`config.mk`:
```
export PLATFORM = sky130hd
export DESIGN_NAME = gshare_pht
export DESIGN_NICKNAME = d
export VERILOG_FILES = /design/src/rtl/gshare_pht.sv
export SDC_FILE = /design/constraint.sdc
export NUM_CORES = 2
export LEC_CHECK = 0
export ABC_CLOCK_PERIOD_IN_PS = 66400
export CORE_MARGIN = 2
export CORE_UTILIZATION = 26
export CTS_BUF_LIST = sky130_fd_sc_hd__clkbuf_16
export CTS_CLUSTER_DIAMETER = 60
export CTS_CLUSTER_SIZE = 30
export DETAILED_ROUTE_END_ITERATION = 6
export MAX_ROUTING_LAYER = met4
export PLACE_DENSITY = 0.42
export REMOVE_ABC_BUFFERS = 1
export SETUP_SLACK_MARGIN = 0.5
export SKIP_CTS_REPAIR_TIMING = 1
export SYNTH_ARGS = -nofsm -noshare
export SYNTH_HDL_FRONTEND = slang
export SYNTH_SLANG_ARGS = --single-unit
```
`constraint.sdc`:
```
create_clock -name clk -period 66.4 [get_ports clk]
set_input_delay 13.28 -clock clk [delete_from_list [all_inputs] [get_ports clk]]
set_output_delay 13.28 -clock clk [all_outputs]
set_load 0.01 [all_outputs]
```
`src/rtl/gshare_pht.sv`:
```
// gshare_pht: gshare-indexed pattern history table of CTR_WIDTH-bit saturating
// counters with speculative global history, mispredict snapshot restore and a
// sequential post-reset table initialisation.
// Optional macro PHT_FWD_EN: forward a same-cycle update to the lookup of the
// same index (otherwise lookups are read-before-write).
module gshare_pht #(
    parameter int unsigned INDEX_WIDTH = 10,
    parameter int unsigned HIST_WIDTH  = 10,
    parameter int unsigned CTR_WIDTH   = 2
) (
    input  logic                   clk,
    input  logic                   rst,
    output logic                   ready,
    input  logic                   lookup_valid,
    input  logic [INDEX_WIDTH-1:0] pc_fetch,
    output logic                   pred_taken,
    output logic [INDEX_WIDTH-1:0] pred_index,
    output logic [HIST_WIDTH-1:0]  pred_hist,
    input  logic                   update_valid,
    input  logic [INDEX_WIDTH-1:0] update_index,
    input  logic [HIST_WIDTH-1:0]  update_hist,
    input  logic                   update_taken,
    input  logic                   update_mispredict
);

    localparam int unsigned DEPTH = 1 << INDEX_WIDTH;
    localparam logic [CTR_WIDTH-1:0] CTR_INIT = CTR_WIDTH'((1 << (CTR_WIDTH - 1)) - 1);

    typedef enum logic {
        INIT,
        RUN
    } state_e;

    state_e                 state_q, state_d;
    logic [INDEX_WIDTH-1:0] init_ptr_q, init_ptr_d;
    logic [HIST_WIDTH-1:0]  spec_hist_q, spec_hist_d;
    logic [CTR_WIDTH-1:0]   pht_q [DEPTH];

    logic                   wr_en;
    logic [INDEX_WIDTH-1:0] wr_idx;
    logic [CTR_WIDTH-1:0]   wr_data;
    logic [INDEX_WIDTH-1:0] hist_ext;
    logic [CTR_WIDTH-1:0]   rd_ctr;
    logic [CTR_WIDTH-1:0]   upd_ctr;
    logic [CTR_WIDTH-1:0]   upd_next;
    logic                   taken_raw;

    assign ready     = (state_q == RUN);
    assign pred_hist = spec_hist_q;

    // Gshare index: history zero-extended into the low bits, XORed with the PC.
    always_comb begin
        hist_ext                 = '0;
        hist_ext[HIST_WIDTH-1:0] = spec_hist_q;
        pred_index               = pc_fetch ^ hist_ext;
    end

    // Saturating next value of the counter addressed by the resolving branch.
    always_comb begin
        upd_ctr  = pht_q[update_index];
        upd_next = upd_ctr;
        if (update_taken) begin
            if (upd_ctr != '1) upd_next = upd_ctr + CTR_WIDTH'(1);
        end else begin
            if (upd_ctr != '0) upd_next = upd_ctr - CTR_WIDTH'(1);
        end
    end

    // Combinational prediction from the counter MSB, suppressed until ready.
    always_comb begin
        rd_ctr    = pht_q[pred_index];
        taken_raw = rd_ctr[CTR_WIDTH-1];
`ifdef PHT_FWD_EN
        if (update_valid && (update_index == pred_index)) taken_raw = upd_next[CTR_WIDTH-1];
`endif
        pred_taken = ready & taken_raw;
    end

    // Next-state: INIT sweeps the table; RUN handles history and counter updates.
    always_comb begin
        state_d     = state_q;
        init_ptr_d  = init_ptr_q;
        spec_hist_d = spec_hist_q;
        wr_en       = 1'b0;
        wr_idx      = update_index;
        wr_data     = upd_next;
        case (state_q)
            INIT: begin
                wr_en      = 1'b1;
                wr_idx     = init_ptr_q;
                wr_data    = CTR_INIT;
                init_ptr_d = init_ptr_q + INDEX_WIDTH'(1);
                if (init_ptr_q == '1) state_d = RUN;
            end
            RUN: begin
                // Shift-then-OR keeps HIST_WIDTH=1 legal (shift empties the register).
                if (update_valid && update_mispredict) begin
                    spec_hist_d = (update_hist << 1) | HIST_WIDTH'(update_taken);
                end else if (lookup_valid) begin
                    spec_hist_d = (spec_hist_q << 1) | HIST_WIDTH'(pred_taken);
                end
                wr_en = update_valid;
            end
            default: state_d = INIT;
        endcase
    end

    // Control state with asynchronous reset.
    always_ff @(posedge clk or posedge rst) begin
        if (rst) begin
            state_q     <= INIT;
            init_ptr_q  <= '0;
            spec_hist_q <= '0;
        end else begin
            state_q     <= state_d;
            init_ptr_q  <= init_ptr_d;
            spec_hist_q <= spec_hist_d;
        end
    end

    // Counter storage; cleared by the INIT sweep rather than by reset.
    always_ff @(posedge clk) begin
        if (wr_en) pht_q[wr_idx] <= wr_data;
    end

endmodule

```
==> parameters.txt <==
Parameter                              Value

Outcome
  Run status ... finished, final reports clean

Placed design
  Instance count after placement with tap cells included ... 10100
  Total half-perimeter wirelength after legalization and detailed placement ... 221000 um
  Number of buffers added on ports ... 56
  Place WS ... 32280 ps
  Final estimated routing congestion in global placement ... 0.848

Finish
  Final-stage net count ... 5581
  Number of fillers in the final layout ... 35600
  Share of post-route cells with drive strength above 1 ... between 20% and 30%
  Post-Layout Cell Count ... 10500
  Area growth from synthesis to layout ... 13.1%

Yosys
  Post-synthesis sequential area ratio ... 66.4%
  Cells after synthesis ... 5577
  Area fraction in compound gates after synthesis ... 3.33%
  Netlist cell types ... 77
  Leading post-synthesis cells by instance count ... edfxtp_1 (2048), nor2_1 (1092), mux4_2 (743)
  Biggest area contributors in the synthesized netlist ... edfxtp_1 (66%), mux4_2 (18%), nor2_1 (4.4%), mux2i_1 (1.9%), clkbuf_1 (1.1%)
  Number of enable-type register cells in the synthesized netlist ... about 2000
  Yosys top cell by area ... edfxtp_1
  Post-synthesis async set-or-reset flop share ... 1.01%
  Simple-gate share of the synthesized area ... 6.99%
  Dominant combinational cell family by area after synthesis ... multiplexers
  Share of synthesized cell area in full adder, half adder and majority cells ... less than 1%
  Cell area after synthesis ... between 0.09 and 0.1 sq mm
  Most common cell in the synthesized netlist ... edfxtp_1
  Synthesis-stage register bit count ... 2069
  Top flip-flop cell by instance count after synthesis ... edfxtp_1
  Portion of synthesized cell area occupied by the leading cell type ... 65.8%
  Synthesized area per cell ... 16.8 sq um
  Mux contribution to synthesized area ... 20.3%
  XOR/XNOR Fraction of Synth Area ... 0.186%
  Total of warnings raised by yosys ... 0

STA
  Final setup violating endpoints ... 0
  Post-layout minimum cycle time ... 34110 ps
  Final hold vios ... 0
  Tightest Pin Transition ... 1360 ps
  Worst-case setup margin in the final layout ... 32290 ps
  Max-slew violations ... 0
  Smallest hold slack ... 543 ps
  Max-slew headroom ... 8.05%
  Unrepaired setup endpoints after global routing ... false
  Achievable frequency ... 29.3 MHz
  Sum Neg Setup Slack ... 0 ps
  Post-Route Skew ... ~66 ps
  Final period utilization ... 51.4%

Drt
  Vias per Instance ... 5.35
  Total wire length after detailed routing ... 366000 um
  Average wire length per cell after detail routing ... 34.9 um
  Count of antenna-violating nets left after detailed routing ... 0
  DR iter-0 viols ... 6755
  Detailed Routing Iterations Pass 1 ... 5
  Routed via count ... 56000
  Drt drc ... 0

Worst setup path
  Arrival time of the worst setup path ... 20830 ps
  Path type of the worst setup path ... primary input to output port
  Largest fanout on the critical path ... between 60 and 70
  Crit path max-delay family ... buffers and inverters
  Start of the worst register-to-register path ... pht_q[598][0]$_DFFE_PP_
  CP bufs+invs ... 6
  RR Endpoint ... pht_q[510][0]$_DFFE_PP_
  Sort of element at the start of the critical path ... primary input
  Required time of the worst setup path ... 53120 ps
  Critical path capture point type ... output port
  Most prevalent standard cell on the critical path ... buf_4
  Cells on worst reg2reg path ... 13
  CP Cell Sequence ... clkdlybuf4s50_1, xor2_4, buf_4, buf_12, buf_4, buf_4, mux4_2, a22oi_1, a211oi_1, a2111oi_0, a211oi_2, o22ai_1, nor4_2, clkdlybuf4s50_1
  Delay contributed by the slowest stage of the critical path ... 780 ps
  Crit path max-delay cell type ... a211oi_2
  Worst reg-to-reg setup slack ... 58540 ps

Floorplan
  Standard cell core area ... 0.358 sq mm
  Width of the die ... 604 um
  Chip height ... 604 um
  Area of the die ... ~0.36 sq mm
  Row count ... 220
  Number of primary I/O pins ... 58
  Starting Density ... 26.1%

Global route
  Aggregate global routing overflow ... 0
  Wire length of the first global-routing pass ... 496000 um
  Pin count of the biggest net entering global routing ... between 200 and 300
  Total GRT Usage ... about a fifth
  Vias in the first global route ... approximately 56000
  Initial antenna violation count ... 36

Hold path
  Min-delay src ... init_ptr_q[5]$_DFFE_PP0N_
  Hold WC Path Type ... flop to flop
  Terminating pin of the worst hold path ... init_ptr_q[5]$_DFFE_PP0N_
  Hold Path Stages ... 1

Clocking
  Number of buffers inserted during clock tree synthesis ... 182
  Clk buf depth ... 4
  Clock root cell ... clkbuf_16
  Deepest level of the CTS H-tree ... 4
  Number of clock sinks ... between 2000 and 2500
  Clock tree from TritonCTS ... yes
  Source-to-sink clock delay at the later pin of the worst-skew pair ... roughly 910 ps
  Clock edge transition at the registers on the reported setup and hold paths ... 60 ps

Run
  Maximum capacitance violations ... 0

Power and ir drop
  Power density over the cells ... 25.3 mW/mm^2
  Max rail drop VDD ... 0.0000195 V
  Leakage power summed over all cells ... between 20 and 30 nW
  Overall power consumption ... around 2.7 mW
==> through the flow <==
stage	instance area, sq um	util [%]
after CTS	106000	29.5
after floorplan	90900	-
final	106000	29.5
after detailed placement	99500	27.8
after global placement	99500	27.8
after global routing	106000	29.5
==> power by group <==
group | internal, mW | switching, mW | total, mW | leakage (nW)
Clock | 0.566 | 0.561 | 1.13 | 3.01
Sequential | 1.41 | 0 | 1.41 | 17.5
Combinational | 0.0432 | 0.0977 | 0.141 | 8.98
Total | 2.02 | 0.659 | 2.68 | 29.5
==> flip-flops by register name, summed over array words and instances (netlist names) <==
register	flops
init_ptr_q	10
pht_q	2048
pred_hist	10
ready	1
==> cell type report <==
class,count,area (sq um),area share [%]
clock inverters,146,1550,1.47
diodes,12,30.0,0.0284
clock buffers,183,4580,4.33
flip-flops and latches,2069,62000,58.7
well taps,4773,5970,5.65
repair buffers,268,2270,2.15
inverters,20,91.3,0.0864
multi-input cells,3003,29200,27.6
==> placed cells by master (no fill, tap or decap), drive strengths merged, types with 16 or more instances in the layout <==
cell type and instances:
a2111oi 17, a211oi 24, a21oi 70, a22oi 84, and2 21, buf 219, clkbuf 183, clkdlybuf4s50 49
clkinv 60, dfrtp 21, edfxtp 2048, inv 86, mux2 24, mux2i 178, mux4 750, nand2 227
nand2b 16, nand3 60, nand4 25, nor2 1092, nor2b 20, nor3 70, o21ai 44, o221ai 28
o22ai 50, or3 17
==> worst max-delay path by stage <==
stage / endpoint / cells past startpoint / from / slack [ps]
CTS: pred_taken / 14 / pc_fetch[0] / 32260
finish: pred_taken / 14 / pc_fetch[0] / 32290
global placement: pred_taken / 14 / pc_fetch[0] / 32240
floorplan: pht_q[0][0]$_DFFE_PP_ / 9 / update_index[2] / 810
detailed placement: pred_taken / 14 / pc_fetch[0] / 32280
global route: pred_taken / 14 / pc_fetch[0] / 31970
==> kinds of logic after synthesis <==
| logic type | Yosys count |
|---|---|
| compound gates | 438 |
| xor+xnor | 19 |
| fa+ha+maj | 1 |
| buf+inv | 505 |
| flops | 2069 |
| mux | 952 |
| simple gates | 1593 |
==> layer usage <==
layer  vias to the layer above  part of all wire [%]  global-route usage, %
li1                      22300                     -                      -
met1                     30900                    42                   26.6
met2                      2377                    48                   32.9
met3                       437                   6.9                   2.87
met4                         0                   3.0                   5.90
met5                         -                     0                      -
Note: power is estimated with default switching activity, not from simulation.
